**src/rtl/player_input_ctrl.sv**
```systemverilog
// player_input_ctrl: debounced N-player select/lock front end with start/game-over handshake
module player_input_ctrl #(
  parameter int NUM_PLAYERS     = 2,
  parameter int NUM_CHOICES     = 4,
  parameter int DEBOUNCE_CYCLES = 1000000,
  localparam int CW             = $clog2(NUM_CHOICES)
) (
  input  logic                      clk,
  input  logic                      rst,
  input  logic [NUM_PLAYERS-1:0]    sel,
  input  logic [NUM_PLAYERS-1:0]    conf,
  input  logic                      start,
  input  logic                      game_over,
  output logic [NUM_PLAYERS*CW-1:0] choice,
  output logic [NUM_PLAYERS-1:0]    locked,
  output logic                      all_locked,
  output logic                      game_start,
  output logic [1:0]                phase
);
  localparam int NCH = 2*NUM_PLAYERS+1;
  localparam int DW  = $clog2(DEBOUNCE_CYCLES+1);
  localparam logic [1:0] SELECT  = 2'd0;
  localparam logic [1:0] READY   = 2'd1;
  localparam logic [1:0] RUNNING = 2'd2;
  logic [NCH-1:0] raw, s1_q, s2_q, lvl_q, lvl_d, press_q, press_d;
  logic [DW-1:0] cnt_q [NCH];
  logic [DW-1:0] cnt_d [NCH];
  logic [NUM_PLAYERS*CW-1:0] choice_q, choice_d;
  logic [NUM_PLAYERS-1:0] locked_q, locked_d, sp, cp;
  logic [1:0] phase_q, phase_d;
  logic game_start_q, game_start_d, stp;
  assign raw = {start, conf, sel};
  // Counter runs only while the synchronised sample disagrees with the accepted level.
  always_comb begin
    for (int i = 0; i < NCH; i++) begin
      cnt_d[i] = (s2_q[i] == lvl_q[i]) ? '0 : cnt_q[i] + DW'(1);
      lvl_d[i] = (s2_q[i] != lvl_q[i] && cnt_q[i] == DW'(DEBOUNCE_CYCLES-1)) ? ~lvl_q[i] : lvl_q[i];
      cnt_d[i] = (lvl_d[i] != lvl_q[i]) ? '0 : cnt_d[i];
      press_d[i] = lvl_d[i] & ~lvl_q[i];
    end
  end
  assign sp  = press_q[NUM_PLAYERS-1:0];
  assign cp  = press_q[2*NUM_PLAYERS-1:NUM_PLAYERS];
  assign stp = press_q[2*NUM_PLAYERS];
  always_comb begin
    choice_d     = choice_q;
    locked_d     = locked_q;
    phase_d      = phase_q;
    game_start_d = 1'b0;
    case (phase_q)
      SELECT: begin
        for (int p = 0; p < NUM_PLAYERS; p++) begin
          if (sp[p] && !locked_q[p])
            choice_d[p*CW +: CW] = (choice_q[p*CW +: CW] == CW'(NUM_CHOICES-1)) ? '0
                                   : choice_q[p*CW +: CW] + CW'(1);
          if (cp[p]) locked_d[p] = 1'b1;
        end
        phase_d = (&locked_q) ? READY : SELECT;
      end
      READY: begin
        if (|cp) begin
          locked_d = locked_q & ~cp;
          phase_d  = SELECT;
        end else if (stp) begin
          game_start_d = 1'b1;
          phase_d      = RUNNING;
        end
      end
      RUNNING: begin
        locked_d = game_over ? '0 : locked_q;
        phase_d  = game_over ? SELECT : RUNNING;
      end
      default: phase_d = SELECT;
    endcase
  end
  always_ff @(posedge clk) begin
    if (rst) begin
      s1_q         <= '0;
      s2_q         <= '0;
      lvl_q        <= '0;
      press_q      <= '0;
      for (int i = 0; i < NCH; i++) cnt_q[i] <= '0;
      choice_q     <= '0;
      locked_q     <= '0;
      phase_q      <= SELECT;
      game_start_q <= 1'b0;
    end else begin
      s1_q         <= raw;
      s2_q         <= s1_q;
      lvl_q        <= lvl_d;
      press_q      <= press_d;
      for (int i = 0; i < NCH; i++) cnt_q[i] <= cnt_d[i];
      choice_q     <= choice_d;
      locked_q     <= locked_d;
      phase_q      <= phase_d;
      game_start_q <= game_start_d;
    end
  end
  assign choice     = choice_q;
  assign locked     = locked_q;
  assign all_locked = &locked_q;
  assign game_start = game_start_q;
  assign phase      = phase_q;
endmodule
```
**config.mk**
```make
export PLATFORM = sky130hd
export DESIGN_NAME = player_input_ctrl
export DESIGN_NICKNAME = d
export VERILOG_FILES = /design/src/rtl/player_input_ctrl.sv
export SDC_FILE = /design/constraint.sdc
export NUM_CORES = 1
export LEC_CHECK = 0
export BUFFER_PORTS_ARGS = -buffer_cell sky130_fd_sc_hd__buf_2
export CAP_MARGIN = 10
export CORE_ASPECT_RATIO = 1.2
export CORE_UTILIZATION = 45
export CTS_CLUSTER_DIAMETER = 50
export DETAILED_ROUTE_END_ITERATION = 10
export PLACE_DENSITY = 0.6
export SETUP_SLACK_MARGIN = 0.1
export SYNTH_ARGS = -nofsm -noshare
export SYNTH_HDL_FRONTEND = slang
export SYNTH_SLANG_ARGS = --single-unit
```
**constraint.sdc**
```tcl
create_clock -name clk -period 4.05 [get_ports clk]
set_clock_uncertainty 0.05 [all_clocks]
set_input_delay 0.2025 -clock clk [delete_from_list [all_inputs] [get_ports clk]]
set_output_delay 0.2025 -clock clk [all_outputs]
set_load 0.02 [all_outputs]
```
# Word level (Yosys, flattened, before mapping)
# Memory sizes are Yosys's and may differ from the RTL's.
# Index checks and enable logic that the tools add are counted.
# W data, S select, Z words.
[op_classes] addsub=7 eq_ne=29 mux=36 n_bitwise=18 reduce_logical=18
[op_table] operator="$mux W20" count=15
[op_table] operator="$add A20 B1 Y20 const B" count=5
[op_table] operator="$eq A20 B20 Y1 const B" count=5
[op_table] operator="$mux W2" count=7
[op_table] operator="$mux W1" count=12
[op_table] operator="$pmux W2 S3" count=2
[op_table] operator="$ne A1 B1 Y1" count=10
[op_table] operator="$ne A2 B2 Y1 const B" count=4
[op_table] operator="$reduce_and A4 Y1" count=2
[op_table] operator="$logic_and A1 B1 Y1" count=7
[op_table] operator="$eq A2 B2 Y1 const B" count=3
[op_table] operator="$not A1 Y1" count=6
[op_table] operator="$reduce_and A2 Y1" count=3
[op_table] operator="$and A1 B1 Y1" count=5
[op_table] operator="$eq A1 B1 Y1" count=5
[op_table] operator="$or A1 B1 Y1" count=5
[op_table] operator="$add A2 B1 Y2 const B" count=2
[op_table] operator="$reduce_or A4 Y1" count=1
[op_table] operator="$ne A3 B3 Y1 const B" count=1
[op_table] operator="$reduce_bool A3 Y1" count=1
[op_table] operator="$and A2 B2 Y2" count=1
[op_table] operator="$eq A2 B1 Y1 const B" count=1
[op_table] operator="$logic_not A1 Y1" count=2
[op_table] operator="$logic_not A2 Y1" count=1
[op_table] operator="other kinds (2)" count=2
[word_totals] register_bits=29 ram_bits=100 out_inout_bits=10 elab_cells=119 n_memories=1
[memory_table] name="cnt_q" words=5 word_bits=20 rd=5 rd_ports_with_merged_regs=0 write_ports=5 line="26" text="logic [DW-1:0] cnt_q [NCH];"

# Depth between registers and ports, before layout
# Gate-level depths: netlist (run 1).
[logic_depth] word_depth=6 depth_mapped=11 ltp_nobuf=10

# Worst setup path before layout (run 1)
# No wires, ideal clock.
[synth_timing] path_kind="reg-to-reg" startpoint="memory cnt_q[0][40] (netlist name)" endpoint="memory cnt_q[0][51] (netlist name)" setup_ps=59 arrival_time_ps=2976 path_slack_ps=964 stages_incl_launch_ff=11 path_buffers=2 synth_period_minus_slack_ps=3086 cell_sequence="dfxtp_1 -> ha_1 -> clkbuf_1 -> nand2_1 -> nor4_1 -> mux2_2 -> ha_1 -> or3b_1 -> clkbuf_1 -> or4_1 -> nand2_1"
[synth_rtl] item="from (decl)" line="26"

==> results of run 1 <==
registers in the layout, indices dropped and copies added (netlist names):
name,cells
lvl_q,5
phase,2
press_q,5
game_start,1
choice,4
s1_q,5
cnt_q,100
locked,2
s2_q,5
report_power, final:
group	switching (mW)	internal (mW)	total [mW]
combinational	0.0179	0.0127	0.0306
sequential	0.00396	1.28	1.28
clock	0.491	0.788	1.28
critical path: stages (launching register included):
cell and delay (ns):
dfxtp_1 0.39, and4_1 0.39, nand2_1 0.13, nor4_1 0.53, mux2_2 0.40, ha_1 0.27, or3b_1 0.33, buf_4 0.21
or4_1 0.51, nand2_1 0.08
cells by family (layout without fill, tap and decap cells):
| family | count (synthesis) | count (layout) | synth area share, % |
|---|---|---|---|
| simple gates | 313 | 313 | 30.07 |
| compound gates | 73 | 73 | 7.755 |
| mux | 8 | 8 | 1.432 |
| buf+inv | 48 | 75 | 3.216 |
| xor+xnor | 61 | 61 | 9.407 |
| flops | 129 | 129 | 45.47 |
| fa+ha+maj | 12 | 12 | 2.644 |
cells in the final DEF (no fill, tap or decap), types with 4 or more instances in the layout:
cell           netlist  final
xor2_1              28     28
nor2b_1             17     17
xnor2_1             33     33
clkbuf_1            18      5
o21ai_0             15     15
mux2i_1              7      7
nor4_1              13     13
dfxtp_1            129    129
nor4b_1              6      6
and3_1               8      8
and2_1               6      6
ha_1                12     12
o31ai_1             14     14
inv_1               25     25
buf_2                2     17
nor3_1              15     15
nand2b_1             5      5
a21oi_1             31     31
or3_1               20     20
or4_1               23     23
nand4_1             32     32
clkbuf_16            0     17
nor2_1              76     76
dlygate4sd3_1        0      5
and4_1               8      8
nand3_1             31     31
o211ai_1             4      4
nand2_1             38     38
cell type report:
cell class	count	area, um^2	share of cell area, %
Clock buffer	24	471.7	7.343
Inverter	25	93.84	1.461
Timing Repair Buffer	24	150.1	2.337
Multi-Input combinational cell	467	2914	45.36
Sequential cell	129	2582	40.20
Tap cell	161	201.4	3.136
Clock inverter	2	10.01	0.1558
routing by layer:
metal | vias up | global-route usage [%]
met2 | 58 | 29.06
li1 | 2335 | -
met1 | 2127 | 21.62
met4 | 0 | 7.311
met5 | - | 0
met3 | 17 | 6.152
repair_timing:
action / in CTS / in global routing
hold buffers: 5 / 0
hold endpoints to repair: 5 / 0
buffers inserted: 0 / 0
how the worst max path moves through the flow:
stage | endpoint | depth (start not counted) | slack, ns | from
4_1_cts | cnt_q[0][51] | 9 | 0.71 | cnt_q[0][42]
5_1_grt | cnt_q[0][51] | 9 | 0.44 | cnt_q[0][42]
3_5_place_dp | cnt_q[0][51] | 9 | 0.73 | cnt_q[0][42]
2_1_floorplan | cnt_q[0][51] | 10 | 0.96 | cnt_q[0][40]
6_report | cnt_q[0][51] | 9 | 0.71 | cnt_q[0][42]
3_3_place_gp | cnt_q[0][51] | 9 | 0.77 | cnt_q[0][42]
Yosys cell counts (2+ instances only):
cell type	count	area, um^2
nand2_1	38	142.6
nor4_1	13	81.33
or2_2	2	12.51
xnor2_1	33	289.0
o211ai_1	4	30.03
nand3_1	31	155.2
clkbuf_1	18	67.56
nor3b_1	3	22.52
or3_1	20	125.1
and2_1	6	37.54
mux2i_1	7	70.07
o31ai_1	14	105.1
nand2b_1	5	31.28
buf_2	2	10.01
nor3_1	15	75.07
and4_1	8	70.07
inv_1	25	93.84
a21boi_0	2	15.01
ha_1	12	150.1
a31o_2	2	17.52
and3_1	8	50.05
xor2_1	28	245.2
nand4_1	32	200.2
buf_1	3	11.26
a21oi_1	31	155.2
nor2b_1	17	106.4
nor2_1	76	285.3
a2111oi_0	2	17.52
nand3b_1	2	15.01
dfxtp_1	129	2582
or4_1	23	172.7
o21ai_0	15	75.07
nor4b_1	6	52.55
==> impl_metrics.json, run 1 <==
{
  "run_status": "finished, final reports clean",
  "met1Wirelength_um": 5103,
  "fin_crit_sh_pct": 82.37,
  "finalWirelength_um": 10710,
  "io_pins": 18,
  "yosysWarnings": 0,
  "first_global_vias": 4294,
  "wl_per_cell_um": 12.87,
  "nNetsFinal": 684,
  "hold_depth": 4,
  "fin_ws_ns": 0.7141,
  "finish.utilization_pct": 52.56,
  "met2_wirelength_um": 4965,
  "regToRegStartpoint": "cnt_q[0][42]",
  "cp_max_fo": 19,
  "cts_buffers": 17,
  "syn_area_mm2": 0.005679,
  "worstPathRequired_ns": 4.36,
  "cts_tree": "yes",
  "rows": 44,
  "p_per_area_mw_per_mm2": 403.4,
  "cts.sinks": 129,
  "drt_iter0_drc": 139,
  "vdd_ir_drop_max_uv": 188.6,
  "core_area_mm2": 0.01222,
  "r2r_end": "cnt_q[0][51]",
  "r2r_slack_ns": 0.71,
  "clock_latency_ns": 0.41,
  "port_buffers": 17,
  "min_period_ns": 3.336,
  "min_to": "locked[1]",
  "htreeDepth": 4,
  "worst_pin_slew_ns": 0.7748,
  "worstSetupEndpointType": "register",
  "die_area_mm2": 0.01308,
  "synth_nets": 664,
  "finalHoldViolCount": 0,
  "path_class": "register to register",
  "fillers": 1148,
  "cts_buffer_depth": 2,
  "drive_above_1_share_pct": 7.154,
  "synthArstFlopShare_pct": 0,
  "top_layer": "met4",
  "final_cell_count_no_fill": 832,
  "antenna_found_initial": 0,
  "diodes": 0,
  "synth_edf_count": 0,
  "grt_pass1_wl_um": 19130,
  "drv_cap": 0,
  "ctsResizeCount": 0,
  "holdWs_ns": 0.1792,
  "grt_usage_pct": 17.91,
  "max_freq_ghz": 0.2998,
  "holdCritStartpoint": "game_over",
  "met3_length_um": 441,
  "route.detailed.drc": 0,
  "ys_seq_area_share_pct": 45.47,
  "via_count": 4537,
  "relSlewSlack_pct": 48.19,
  "areaGrowthSynthToFinish_pct": 13.11,
  "die_h_um": 125.1,
  "rsz0062_at_grt": "false",
  "r2r_cells": 9,
  "ys.flop_type": "dfxtp_1",
  "leakagePower_nw": 2.061,
  "hpwl_um": 7486,
  "viasPerCell": 5.453,
  "place_area_mm2": 0.005892,
  "ant_nets": 0,
  "synth_cell_types": 45,
  "pre_cts_slack_ns": 0.7296,
  "gp_congestion": 0.7916,
  "worstSetupStartpointType": "register",
  "fp.dieW_um": 104.6,
  "synth_area_per_cell_um2": 8.819,
  "min_path_type": "input pin to register",
  "finalSetupTns_ns": 0,
  "initial_core_util_pct": 46.47,
  "total_power_mw": 2.591,
  "overflow": 0,
  "place_inst": 801,
  "firstDrtPassIters": 5,
  "cts.clk_slew.worst_paths_ns": 0.05,
  "maxSlewViolCount": 0,
  "setup_viol": 0,
  "grt_max_degree": 38,
  "syn-instance-count": 644,
  "clock-root-buffer": "clkbuf_16",
  "postLayoutCellArea_mm2": 0.006424,
  "arrival_ns": 3.65,
  "synth-seq-cells": 129
}
Power figures use the tool's default switching activity.
==> run 2: changes to the inputs <==
Settings changed: PLACE_DENSITY 0.6 to 0.62.
Clock period 4.05 ns to 2.65 ns, I/O delays scaled along.
==> impl_metrics.json, run 2 (synthesized netlist as in run 1, its figures left out) <==
{
  "run_status": "complete, but fails checks",
  "relSlewSlack_pct": 52.39,
  "grt_usage_pct": 18.48,
  "firstDrtPassIters": 4,
  "grt_max_degree": 26,
  "violations": "setup timing",
  "hpwl_um": 7908,
  "wl_per_cell_um": 13.75,
  "core_area_mm2": 0.01222,
  "rows": 44,
  "areaGrowthSynthToFinish_pct": 25.82,
  "clock-root-buffer": "clkbuf_16",
  "via_count": 4774,
  "regToRegStartpoint": "cnt_q[0][16]",
  "ant_nets": 0,
  "cts_tree": "yes",
  "r2r_slack_ns": -0.13,
  "die_h_um": 125.1,
  "worstSetupEndpointType": "register",
  "io_pins": 18,
  "setup_viol": 11,
  "min_path_type": "input pin to register",
  "fin_ws_ns": -0.1342,
  "worstPathRequired_ns": 2.97,
  "path_class": "register to register",
  "worst_pin_slew_ns": 0.7042,
  "finish.utilization_pct": 58.47,
  "cp_max_fo": 5,
  "fillers": 1073,
  "overflow": 0,
  "drive_above_1_share_pct": 20.22,
  "finalHoldViolCount": 0,
  "die_area_mm2": 0.01308,
  "route.detailed.drc": 0,
  "register_area_mm2": 0.002594,
  "largest-register": "cnt_q",
  "cp-startpoint": "cnt_q[0][16]",
  "antenna_found_initial": 0,
  "max_freq_ghz": 0.3592,
  "nNetsFinal": 724,
  "most-common-layout-cells": "120 x dfxtp_1, 64 x nor2_1, 37 x nand2_1",
  "endpoint": "cnt_q[0][15]",
  "drt_iter0_drc": 224,
  "pre_cts_slack_ns": -0.1481,
  "diodes": 0,
  "largest_reg_flops": 100,
  "min_period_ns": 2.784,
  "finalWirelength_um": 12070,
  "maxSlewViolCount": 0,
  "cts_buffer_depth": 2,
  "cts_buffers": 17,
  "rsz0062_at_grt": "true",
  "viasPerCell": 5.437,
  "gp_congestion": 0.7555,
  "cts.sinks": 129,
  "r2r_cells": 8,
  "initial_core_util_pct": 46.47,
  "leakagePower_nw": 2.343,
  "multi_input_area_mm2": 0.003137,
  "cts.clk_slew.worst_paths_ns": 0.06,
  "clock_latency_ns": 0.42,
  "fin_crit_sh_pct": 105.1,
  "r2r_end": "cnt_q[0][15]",
  "p_per_area_mw_per_mm2": 617.8,
  "drv_cap": 0,
  "port_buffers": 17,
  "htreeDepth": 4,
  "arrival_ns": 3.10,
  "worstSetupStartpointType": "register",
  "vdd_ir_drop_max_uv": 487.9,
  "final_common_cell": "dfxtp_1",
  "fp.dieW_um": 104.6,
  "first_global_vias": 4563,
  "grt_pass1_wl_um": 19800
}
==> run 2: cell count changes in the layout (fill, tap and decap cells not counted), sizes merged <==
cell	change
buf	+37
clkinvlp	+7
bufinv	+3
clkbuf	-3
clkinv	+1
or2	+1
==> run 2: worst min-delay path by stage <==
| stage | start | to | cells after the start |
|---|---|---|---|
| finish | rst | choice[2] | 2 |
| global route | rst | choice[2] | 2 |
| CTS | rst | choice[2] | 2 |
| detailed placement | start | s1_q[4] | 2 |
| global placement | sel[0] | s1_q[0] | 2 |
| floorplan | sel[0] | s1_q[0] | 1 |
==> run 2: report_power, final <==
part,leakage (nW),switching (mW),total (mW),internal (mW)
Clock,0.279,0.867,2.39,1.52
Sequential,1.05,0.00566,1.96,1.95
Combinational,1.02,0.0366,0.0693,0.0326
==> run 2: stage by stage <==
stage | total power [mW] | TNS, ns | hold slack, ns | cells | instance area [um^2]
after floorplan | 2.028 | -0.6103 | 0.2107 | 644 | 5753
after CTS | 4.444 | -0.2165 | 0.07963 | 871 | 6870
after detailed placement | 2.046 | -0.5181 | 0.3168 | 829 | 6150
after global placement | 2.044 | -0.3732 | 0.3142 | 829 | 6150
after global routing | 4.545 | -2.542 | 0.1039 | 878 | 7146
final | 4.414 | -0.9724 | 0.08776 | 878 | 7146
==> run 2: worst max-delay path: stages (launching register included) <==
cell and delay, ns:
dfxtp_2 0.33, nand3_2 0.09, or4b_4 0.53, or4_4 0.55, nand2_4 0.09, ha_4 0.13, or3b_4 0.40, or4_1 0.48
nand2_1 0.07
==> run 2: cell type report <==
class                   instances  share of cell area [%]
clock buffers                  19                   6.339
repair buffers                 63                   7.074
inverters                      25                   1.313
well taps                     161                   2.819
multi-input cells             468                   43.90
flip-flops and latches        129                   36.30
clock inverters                13                   2.259
==> run 2: routing by layer <==
layer  global-route usage [%]  part of all wire (%)  up-vias
met3                    4.797                   3.5       21
met5                        0                     0        -
met1                    20.51                    43     2257
li1                         -                     -     2419
met2                    32.76                    52       77
met4                    8.655                   1.8        0
==> run 2: what timing repair did <==
item | 4_1_cts | 5_1_grt
resized for setup | 6 | 50
setup endpoints to repair | 37 | 58
cloned | 0 | 4
hold buffers | 5 | 0
endpoints found under the hold margin | 5 | 0
buffers inserted | 5 | 3
pin swaps | 6 | 12
